[src/rtl/lsu_pkg.sv]
// Shared types for the load/store unit: decoder load/store encodings,
// the LSU FSM state, access-size classification and address alignment helpers.
package lsu_pkg;

    typedef enum logic [2:0] {
        LD_NONE,
        LD_BYTE,
        LD_HALF,
        LD_WORD,
        LD_BYTE_U,
        LD_HALF_U
    } mem_read_t;

    typedef enum logic [1:0] {
        ST_NONE,
        ST_BYTE,
        ST_HALF,
        ST_WORD
    } mem_write_t;

    typedef enum logic [1:0] {
        LSU_IDLE,
        LSU_REQ,
        LSU_WAIT,
        LSU_DONE
    } lsu_state_t;

    typedef enum logic [1:0] {
        SZ_BYTE,
        SZ_HALF,
        SZ_WORD
    } acc_size_t;

    // Size of the access actually performed; a store always takes precedence.
    function automatic acc_size_t access_size(input mem_read_t ld, input mem_write_t st);
        acc_size_t sz;
        sz = SZ_BYTE;
        if (st != ST_NONE) begin
            case (st)
                ST_HALF: sz = SZ_HALF;
                ST_WORD: sz = SZ_WORD;
                default: sz = SZ_BYTE;
            endcase
        end else begin
            case (ld)
                LD_HALF, LD_HALF_U: sz = SZ_HALF;
                LD_WORD:            sz = SZ_WORD;
                default:            sz = SZ_BYTE;
            endcase
        end
        return sz;
    endfunction

    // Clears the low address bits that a naturally aligned access of this size cannot use.
    function automatic logic [1:0] force_align(input acc_size_t sz, input logic [1:0] o);
        logic [1:0] r;
        case (sz)
            SZ_HALF: r = {o[1], 1'b0};
            SZ_WORD: r = 2'b00;
            default: r = o;
        endcase
        return r;
    endfunction

endpackage

[src/rtl/lsu_align.sv]
// Lane formatting for the LSU: store byte enables / replicated write data,
// and load right-shift with sign or zero extension. Purely combinational.
module lsu_align
    import lsu_pkg::*;
(
    input  mem_read_t   ld_type,
    input  mem_write_t  st_type,
    input  logic [1:0]  offset,
    input  logic [31:0] st_data,
    input  logic [31:0] raw_rdata,
    output logic [3:0]  wstrb,
    output logic [31:0] wdata_lanes,
    output logic [31:0] ld_data
);

    logic [31:0] shifted;

    // Store side: enable the addressed lanes and replicate the data into every lane.
    always_comb begin
        wstrb       = 4'b0000;
        wdata_lanes = st_data;
        case (st_type)
            ST_BYTE: begin
                wstrb       = 4'b0001 << offset;
                wdata_lanes = {4{st_data[7:0]}};
            end
            ST_HALF: begin
                wstrb       = 4'b0011 << offset;
                wdata_lanes = {2{st_data[15:0]}};
            end
            ST_WORD: wstrb = 4'b1111;
            default: wstrb = 4'b0000;
        endcase
    end

    // Load side: bring the addressed byte/half down to bit 0, then extend.
    always_comb begin
        shifted = raw_rdata >> {offset, 3'b000};
        ld_data = shifted;
        case (ld_type)
            LD_BYTE:   ld_data = {{24{shifted[7]}}, shifted[7:0]};
            LD_BYTE_U: ld_data = {24'h000000, shifted[7:0]};
            LD_HALF:   ld_data = {{16{shifted[15]}}, shifted[15:0]};
            LD_HALF_U: ld_data = {16'h0000, shifted[15:0]};
            default:   ld_data = shifted;
        endcase
    end

endmodule

[src/rtl/lsu.sv]
// Load/store unit: turns decoder mem_read/mem_write commands into single
// req/gnt/rvalid bus transactions and stalls the core until each completes.
// Handshake: bus_req is held with stable fields until the cycle bus_gnt is seen;
// for loads the data arrives on the first bus_rvalid at or after that grant.
// A watchdog (TIMEOUT cycles, 0 = off) aborts a stuck access with bus_err.
// Build option LSU_MISALIGN_TRAP_EN: misaligned half/word accesses are rejected
// with a misaligned pulse instead of being force-aligned.
module lsu
    import lsu_pkg::*;
#(
    parameter int TIMEOUT = 255
) (
    input  logic        clk,
    input  logic        rst,
    input  mem_read_t   mem_read,
    input  mem_write_t  mem_write,
    input  logic [31:0] addr,
    input  logic [31:0] wdata,
    output logic        stall,
    output logic [31:0] rdata,
    output logic        misaligned,
    output logic        bus_err,
    output logic        bus_req,
    output logic        bus_we,
    output logic [31:0] bus_addr,
    output logic [3:0]  bus_wstrb,
    output logic [31:0] bus_wdata,
    input  logic        bus_gnt,
    input  logic        bus_rvalid,
    input  logic [31:0] bus_rdata,
    output lsu_state_t  state
);

    localparam int CW = (TIMEOUT > 1) ? $clog2(TIMEOUT) : 1;

    lsu_state_t  state_next;
    mem_read_t   ld_q;
    mem_write_t  st_q;
    logic [31:0] addr_q;
    logic [31:0] wdata_q;
    logic [CW-1:0] wd_cnt;

    logic        store_in;
    logic        active;
    mem_read_t   ld_eff;
    acc_size_t   sz_in;
    logic        trap_hit;
    logic        is_load_q;
    logic        wd_expired;
    logic        capture;
    logic        timeout_fire;
    logic [3:0]  lane_strb;
    logic [31:0] lane_wdata;
    logic [31:0] ld_data;

    assign store_in  = (mem_write != ST_NONE);
    assign active    = store_in || (mem_read != LD_NONE);
    assign ld_eff    = store_in ? LD_NONE : mem_read;
    assign sz_in     = access_size(ld_eff, mem_write);
    assign is_load_q = (ld_q != LD_NONE);

`ifdef LSU_MISALIGN_TRAP_EN
    assign trap_hit = ((sz_in == SZ_HALF) && addr[0]) ||
                      ((sz_in == SZ_WORD) && (addr[1:0] != 2'b00));
`else
    assign trap_hit = 1'b0;
`endif

    assign wd_expired   = (TIMEOUT != 0) && (wd_cnt == CW'(TIMEOUT - 1));
    assign capture      = is_load_q && bus_rvalid &&
                          (((state == LSU_REQ) && bus_gnt) || (state == LSU_WAIT));
    assign timeout_fire = wd_expired &&
                          (((state == LSU_REQ) && !bus_gnt) ||
                           ((state == LSU_WAIT) && !bus_rvalid));

    lsu_align u_align (
        .ld_type     (ld_q),
        .st_type     (st_q),
        .offset      (addr_q[1:0]),
        .st_data     (wdata_q),
        .raw_rdata   (bus_rdata),
        .wstrb       (lane_strb),
        .wdata_lanes (lane_wdata),
        .ld_data     (ld_data)
    );

    // FSM state register; reset drops any access in flight.
    always_ff @(posedge clk or posedge rst) begin
        if (rst) state <= LSU_IDLE;
        else     state <= state_next;
    end

    // Next-state logic and bus/stall outputs.
    always_comb begin
        state_next = state;
        bus_req    = 1'b0;
        bus_we     = 1'b0;
        bus_wstrb  = 4'b0000;
        bus_addr   = {addr_q[31:2], 2'b00};
        bus_wdata  = lane_wdata;
        stall      = active && (state != LSU_DONE);
        case (state)
            LSU_IDLE: begin
                if (active) state_next = trap_hit ? LSU_DONE : LSU_REQ;
            end
            LSU_REQ: begin
                bus_req   = 1'b1;
                bus_we    = (st_q != ST_NONE);
                bus_wstrb = (st_q != ST_NONE) ? lane_strb : 4'b0000;
                if (bus_gnt)         state_next = (!is_load_q || bus_rvalid) ? LSU_DONE : LSU_WAIT;
                else if (wd_expired) state_next = LSU_DONE;
            end
            LSU_WAIT: begin
                if (bus_rvalid || wd_expired) state_next = LSU_DONE;
            end
            LSU_DONE: state_next = LSU_IDLE;
            default:  state_next = LSU_IDLE;
        endcase
    end

    // Latch the command when leaving IDLE so the bus fields stay stable while waiting.
    always_ff @(posedge clk or posedge rst) begin
        if (rst) begin
            ld_q    <= LD_NONE;
            st_q    <= ST_NONE;
            addr_q  <= 32'h0;
            wdata_q <= 32'h0;
        end else if ((state == LSU_IDLE) && active) begin
            ld_q    <= ld_eff;
            st_q    <= mem_write;
            addr_q  <= {addr[31:2], force_align(sz_in, addr[1:0])};
            wdata_q <= wdata;
        end
    end

    // Watchdog: restarts on every entry to REQ or WAIT, counts while waiting there.
    always_ff @(posedge clk or posedge rst) begin
        if (rst) begin
            wd_cnt <= '0;
        end else if ((state_next != state) &&
                     ((state_next == LSU_REQ) || (state_next == LSU_WAIT))) begin
            wd_cnt <= '0;
        end else if ((state == LSU_REQ) || (state == LSU_WAIT)) begin
            wd_cnt <= wd_cnt + CW'(1);
        end
    end

    // Load result and the single-cycle status pulses, all visible during DONE.
    always_ff @(posedge clk or posedge rst) begin
        if (rst) begin
            rdata      <= 32'h0;
            misaligned <= 1'b0;
            bus_err    <= 1'b0;
        end else begin
            misaligned <= (state == LSU_IDLE) && active && trap_hit;
            bus_err    <= timeout_fire;
            if (capture)           rdata <= ld_data;
            else if (timeout_fire) rdata <= 32'h0;
        end
    end

endmodule

[config.mk]
export PLATFORM = sky130hd
export DESIGN_NAME = lsu
export DESIGN_NICKNAME = d
export VERILOG_FILES = /design/src/rtl/lsu_pkg.sv /design/src/rtl/lsu_align.sv /design/src/rtl/lsu.sv
export SDC_FILE = /design/constraint.sdc
export NUM_CORES = 1
export LEC_CHECK = 0
export CORE_ASPECT_RATIO = 1.25
export CORE_UTILIZATION = 58
export DETAILED_ROUTE_END_ITERATION = 8
export DONT_BUFFER_PORTS = 1
export PLACE_DENSITY = 0.86
export SYNTH_ARGS = -nofsm -noshare
export SYNTH_HDL_FRONTEND = slang
export SYNTH_SLANG_ARGS = --single-unit
[constraint.sdc]
create_clock -name clk -period 5.6 [get_ports clk]
set_input_delay 0.84 -clock clk [delete_from_list [all_inputs] [get_ports clk]]
set_output_delay 0.84 -clock clk [all_outputs]
set_load 0.02 [all_outputs]
==> impl_results.md, run 1 <==
- CP required: ~4.8 ns
- Hpwl dp: between 10,000 and 15,000 um
- FF-to-FF End: rdata[11]
- PwrDens: about 750 nW/um^2
- Placed Cells: just over 600
- Synth async-reset ratio: 100.0%
- Leak: 0.002583 uW
- Layout area overhead: 0.2099%
- Core Area: roughly 10,000 um^2
- First-pass GRT wire length: approximately 21,000 um
- Clock buffer depth: 2
- Fin crit share: a little under two thirds
- IR Drop Worst-Case VDD: between 400 and 500 uV
- Post-synthesis sequential area ratio: 47.02%
- Max stage delay on crit path: between 1 and 1.5 ns
- Fmax: 281.7 MHz
- Max_cap viols: 0
- Hold crit path type: primary input to async pin
- Root Driver: clkbuf_16
- Setup tns final: 0 ns
- Reg-to-reg slack, setup: 2.16 ns
- Layout Cells excl Fill: between 600 and 700
- Final Routed Wirelength: ~14,000 um
- Largest net degree at the start of global routing: 65
- Via density: 6.459
- R2R cell count: 7
- Die H: 115.3 um
- # diodes: 0
- Tightest Pin Transition: roughly 1.3 ns
- Ys flop type: dfrtp_1
- Mapped Cells: between 500 and 600
- Clock Pin Slew Worst Setup and Hold Paths: ~0.08 ns
- Worst-Skew Late Latency: 0.35 ns
- H-tree depth: 3
- Final ANT Viol Nets: 0
- Mapped Area: between 5000 and 6000 um^2
- Final Max Tran Viols: 0
- Final min period: approximately 3.6 ns
- CTS Hold Bufs: 0
- Starting Density: 59.28%
- Status: complete, no violations
- Total CTS buffers: 9
- Starting DRT DRC Count: between 150 and 200
- Worst-path cell chain: nor2b_1 > o21ai_0 > a21oi_1
- Setup bufs post-CTS: 0
- Vias in the first global route: 4,118
- Clk_skew: 0.005682 ns
- Slowest-stage cell, CP: dfrtp_1
- Antenna violations before repair: 0
- Final Setup Violations: 0
- CP Max Fanout: 43
- Worst Path Arrival: ~2.7 ns
- Synth cell types: between 40 and 50
- Hold Vio Cnt, Final: 0
- FF-to-FF Start: state[1]
- Post-CTS Resized: 0
- YS warnings: 0
- Total grt overflow: 0
- RSZ-0062 raised after global routing: false
- Synthesis-stage register bit count: around 110
- # IOs: between 200 and 250
- Post-synth EDFFs: 0
- Crit. End Element: primary output
- # nets final: just over 600
- Die Area: 10,690 um^2
- Setup crit start kind: flop
- Slew headroom: roughly 15%
- Clock Sink Count: roughly 110
- Worst Setup Path Type: flop to primary output
- Syn_area_per_cell: between 10 and 15 um^2
- Design Power: around 4500 uW
- Die Wd: between 90 and 100 um
- Routability Congestion: approximately 0.87
- FP Rows: roughly 40
- Total number of vias: roughly 4,100
- Drt first pass iters: 4
- CTS tree: done
- GRT Util Overall: approximately 26%
- Input/output buffers: 0
- Layout cells sized above 1: 17.84%
- DRC viols: 0
- Worst hold slack: about 0.43 ns
- Avg WL per Cell: around 22 um
==> flip-flops by register name, indices dropped and copies added (netlist names) <==
| signal | cells |
|---|---|
| addr_q | 32 |
| bus_err | 1 |
| ld_q | 3 |
| rdata | 32 |
| st_q | 2 |
| state | 2 |
| wd_cnt | 8 |
| wdata_q | 32 |
==> logic make-up (layout without fill, tap and decap cells) <==
group	count (synthesis)	after routing	share of synthesized area, %
other cells	1	3	0.06291
mux	80	80	14.95
xor+xnor	10	10	1.469
buf+inv	90	38	9.299
simple gates	109	109	8.417
fa+ha+maj	13	13	2.729
flops	112	112	47.02
compound gates	134	134	16.06
==> metrics by stage <==
stage	util, %	worst slack [ns]	area (um^2)
detailed placement	56.43	2.196	5674
global route	59.41	1.875	5973
global placement	56.43	2.306	5674
finish	59.41	2.050	5973
floorplan	-	1.801	5968
CTS	59.41	2.091	5973
==> critical path, delay by kind of cell (launching register included) <==
kind            cells  cell delay (ns)
flops               1             1.16
compound gates      2             0.67
simple gates        1             0.52
==> report_power, final <==
| part | internal (uW) | total, uW | switching [uW] |
|---|---|---|---|
| clock network | 349 | 647 | 298 |
| registers | 1170 | 1810 | 641 |
| logic | 799 | 2030 | 1230 |
==> placed cells by master, fill, tap and decap left out, types with 2 or more instances in the layout <==
| cell | count |
|---|---|
| a211o_1 | 7 |
| a21oi_1 | 28 |
| a22o_1 | 24 |
| a22oi_1 | 10 |
| a32o_1 | 9 |
| and2_1 | 4 |
| buf_4 | 3 |
| clkbuf_16 | 9 |
| clkinv_4 | 2 |
| clkinvlp_4 | 3 |
| conb_1 | 3 |
| dfrtp_1 | 112 |
| ha_1 | 13 |
| inv_1 | 18 |
| mux2_2 | 61 |
| mux2i_1 | 17 |
| nand2_1 | 31 |
| nand2b_1 | 4 |
| nand3_1 | 7 |
| nand4_1 | 4 |
| nor2_1 | 40 |
| nor2b_1 | 9 |
| nor3_1 | 2 |
| o211ai_1 | 4 |
| o21a_1 | 2 |
| o21ai_0 | 24 |
| o22ai_1 | 9 |
| o2bb2ai_1 | 8 |
| or2_2 | 2 |
| xnor2_1 | 7 |
| xor2_1 | 3 |
==> cell usage after synthesis, drive strengths merged (3+ instances only) <==
library cell / count / share of area [%]
nor2b: 9 / 0.94
a32o: 9 / 1.5
nand4: 4 / 0.42
buf: 54 / 7.0
xnor2: 7 / 1.0
a22oi: 10 / 1.3
o21ai: 26 / 2.4
mux2i: 18 / 3.2
mux2: 62 / 12
o22ai: 9 / 0.94
nand3: 7 / 0.59
a21oi: 28 / 2.4
nand2: 31 / 2.0
o2bb2ai: 8 / 1.2
clkbuf: 17 / 1.1
dfrtp: 112 / 47
ha: 13 / 2.7
nand2b: 4 / 0.42
nor2: 41 / 2.6
inv: 19 / 1.2
a211o: 7 / 1.0
and2: 4 / 0.42
a22o: 25 / 3.7
o211ai: 5 / 0.71
xor2: 3 / 0.44
==> per-layer routing <==
layer | track usage (%) | vias to the layer above | part of all wire (%)
li1 | - | 1791 | -
met1 | 27.37 | 1990 | 36
met2 | 45.53 | 237 | 52
met3 | 7.077 | 38 | 8.8
met4 | 14.05 | 0 | 3.8
met5 | 0 | - | 0
==> final cells by class <==
cell class | instances | area [um^2]
fill | 817 | 4081
sequential | 112 | 2803
multi-input combinational | 349 | 2614
clock buffer | 10 | 229.0
tap | 129 | 161.4
inverter | 19 | 73.82
clock inverter | 6 | 70.07
timing repair buffer | 3 | 22.52
==> worst max-delay path by stage <==
stage	startpoint	endpoint	slack, ns	cells past startpoint
2_1_floorplan	rst	addr_q[0]	1.80	1
3_3_place_gp	state[1]	rdata[8]	2.31	7
3_5_place_dp	state[1]	rdata[13]	2.20	7
4_1_cts	addr_q[1]	bus_wstrb[2]	2.09	3
5_1_grt	state[1]	rdata[20]	1.88	7
6_report	addr_q[1]	bus_wstrb[2]	2.05	3
No activity file was read; power rests on OpenSTA's default activity.
==> run 2: changes to the inputs <==
--- a/config.mk
+++ b/config.mk
@@ -9,7 +9,7 @@
 export CORE_UTILIZATION = 58
 export DETAILED_ROUTE_END_ITERATION = 8
 export DONT_BUFFER_PORTS = 1
-export PLACE_DENSITY = 0.86
+export PLACE_DENSITY = 0.88
 export SYNTH_ARGS = -nofsm -noshare
 export SYNTH_HDL_FRONTEND = slang
 export SYNTH_SLANG_ARGS = --single-unit
==> constraint.sdc (replaced) <==
create_clock -name clk -period 2.9 [get_ports clk]
set_input_delay 0.435 -clock clk [delete_from_list [all_inputs] [get_ports clk]]
set_output_delay 0.435 -clock clk [all_outputs]
set_load 0.02 [all_outputs]
==> impl_results.md, run 2 (same netlist as run 1, synthesis figures left out) <==
- Status: complete, no violations (unchanged)
- Final Routed Wirelength: 13,460 um (was 13,680 um)
- Root Driver: clkbuf_16 (unchanged)
- Post-CTS Resized: 0 (unchanged)
- Setup bufs post-CTS: 0 (unchanged)
- Total number of vias: 4,049 (was 4,056)
- Commonest non-fill, non-tap cells in the layout: dfrtp_1 (112), mux2_2 (61), nor2_1 (40) (unchanged)
- DRC viols: 0 (unchanged)
- RSZ-0062 raised after global routing: false (unchanged)
- Crit. End Element: primary output (unchanged)
- Worst Setup Path Type: flop to primary output (unchanged)
- Largest net degree at the start of global routing: 113 (was 65)
- Fin crit share: approximately nine tenths
- Setup crit start kind: flop (unchanged)
- Core Area: 10,050 um^2 (unchanged)
- IR Drop Worst-Case VDD: 901.1 uV (was 443.8 uV)
- Clock Sink Count: 112 (unchanged)
- GRT Util Overall: 25.01% (was 25.55%)
- Clock Pin Slew Worst Setup and Hold Paths: 0.08 ns (about the same)
- Layout area overhead: 1.301% (was 0.2099%)
- Avg WL per Cell: 21.20 um (was 21.79 um)
- Clock buffer depth: 2 (unchanged)
- Layout cells sized above 1: 19.01% (was 17.84%)
- Total grt overflow: 0 (unchanged)
- Die H: 115.3 um (unchanged)
- Leak: 0.002624 uW (was 0.002583 uW)
- Die Area: 10,690 um^2 (unchanged)
- Vias in the first global route: 4,114 (was 4,118)
- CTS tree: done (unchanged)
- Starting DRT DRC Count: 259 (was 197)
- Total CTS buffers: 9 (unchanged)
- Via density: 6.376 (was 6.459)
- Input/output buffers: 0 (unchanged)
- Sw Share: 47.98% (was 48.33%)
- Worst-Skew Late Latency: 0.35 ns (about the same)
- Starting Density: 59.28% (unchanged)
- Final min period: 2.628 ns
- Slew headroom: 54.74% (was 14.96%)
- PwrDens: 1441 nW/um^2 (was 751.3 nW/um^2)
- Biggest registers after layout: addr_q: 32 flops, rdata: 32 flops, wdata_q: 32 flops (unchanged)
- Setup tns final: 0 ns (unchanged)
- Hold Vio Cnt, Final: 0 (unchanged)
- Fmax: roughly 380 MHz
- CP required: 2.47 ns (was 4.76 ns)
- Die Wd: 92.68 um (unchanged)
- Clk pwr share: 14.4% (about the same)
- # IOs: 212 (unchanged)
- Fill count: 777 (was 817)
- Max stage delay on crit path: 0.51 ns (was 1.16 ns)
- Hpwl dp: 10,180 um (was 10,200 um)
- Comb pwr share: 45.8% (was 45.2%)
- Slowest-stage cell, CP: dfrtp_1 (unchanged)
- Final ANT Viol Nets: 0 (unchanged)
- Tightest Pin Transition: 0.6741 ns (was 1.274 ns)
- NetSw: 4175 uW (was 2169 uW)
- Drt first pass iters: 4 (unchanged)
- Sequential power share: 39.8% (was 40.4%)
- CP Max Fanout: 6 (was 43)
- Hold crit path type: primary input to async pin (unchanged)
- Util after Layout: 60.05% (was 59.41%)
- Design Power: 8701 uW (was 4488 uW)
- First-pass GRT wire length: 20,230 um (was 20,850 um)
- Worst Path Arrival: 2.19 ns (was 2.71 ns)
- Clk_skew: 0.01005 ns (was 0.005682 ns)
- # nets final: 618 (was 612)
- CTS Hold Bufs: 0 (unchanged)
- FP Rows: 41 (unchanged)
- Routability Congestion: 0.8300 (was 0.8670)
- Antenna violations before repair: 1 (was 0)
- H-tree depth: 3 (unchanged)
- Final Max Tran Viols: 0 (unchanged)
- Final Setup Violations: 0 (unchanged)
- Most common cell after layout, fill and taps aside: dfrtp_1 (unchanged)
- Max_cap viols: 0 (unchanged)
- Worst-path cell chain: inv_1 > ha_1 > nand2b_1 > a21oi_1 (was nor2b_1 > o21ai_0 > a21oi_1)
- Pint: 4526 uW (was 2319 uW)
run 2: final timing paths:
| path | startpoint | endpoint | slack [ns] | cells past startpoint |
|---|---|---|---|---|
| hold reg to reg | wdata_q[28] | wdata_q[28] | 0.51 | 1 |
| setup reg to reg | state[1] | rdata[12] | 0.45 | 8 |
| setup / recovery | state[1] | bus_wstrb[2] | 0.27 | 4 |
| max in group asynchronous | rst | rdata[3] | 2.31 | 2 |
| hold / removal | rst | addr_q[27] | 0.08 | 2 |
| min in group clk | mem_write[0] | st_q[0] | 0.21 | 2 |
run 2: per-layer routing:
metal | GRT usage, % | part of all wire [%] | vias up
met5 | 0 | 0 | -
met4 | 16.92 | 4.7 | 0
met3 | 7.474 | 9.7 | 35
met2 | 44.05 | 51 | 242
met1 | 25.55 | 34 | 1963
li1 | - | - | 1809
run 2: stage by stage:
stage	cell area [um^2]	std cells	hold WS [ns]	setup WS, ns
floorplan	5972	551	0.4655	0.6211
global placement	5733	618	0.4895	0.6145
detailed placement	5733	618	0.4949	0.4857
CTS	6036	634	0.1548	0.2776
global route	6038	635	0.1839	0.1782
finish	6038	635	0.08395	0.2715
run 2: layout make-up:
cell class	count	area, um^2	area share (%)
well taps	129	161.4	2.673
diodes	1	2.502	0.04144
flip-flops and latches	112	2803	46.42
inverters	19	75.07	1.243
repair buffers	9	80.08	1.326
clock inverters	7	77.57	1.285
clock buffers	9	225.2	3.730
multi-input cells	349	2614	43.29
run 2: power by group through the flow:
stage | Clock, uW | Sequential (uW) | Combinational [uW]
floorplan | 0 | 2890 | 4190
finish | 1250 | 3470 | 3980
CTS | 1290 | 3460 | 3980
global route | 1340 | 3550 | 4320
global placement | 0 | 3450 | 3830
detailed placement | 0 | 3490 | 3970
run 2: worst max-delay path, delay by kind of cell, from the launching register on:
family | cells | cell delay, ns
DFF | 1 | 0.51
adders and majority gates | 1 | 0.41
AOI/OAI and AO/OA | 1 | 0.45
and+or+nand+nor | 1 | 0.25
buffers and inverters | 1 | 0.23
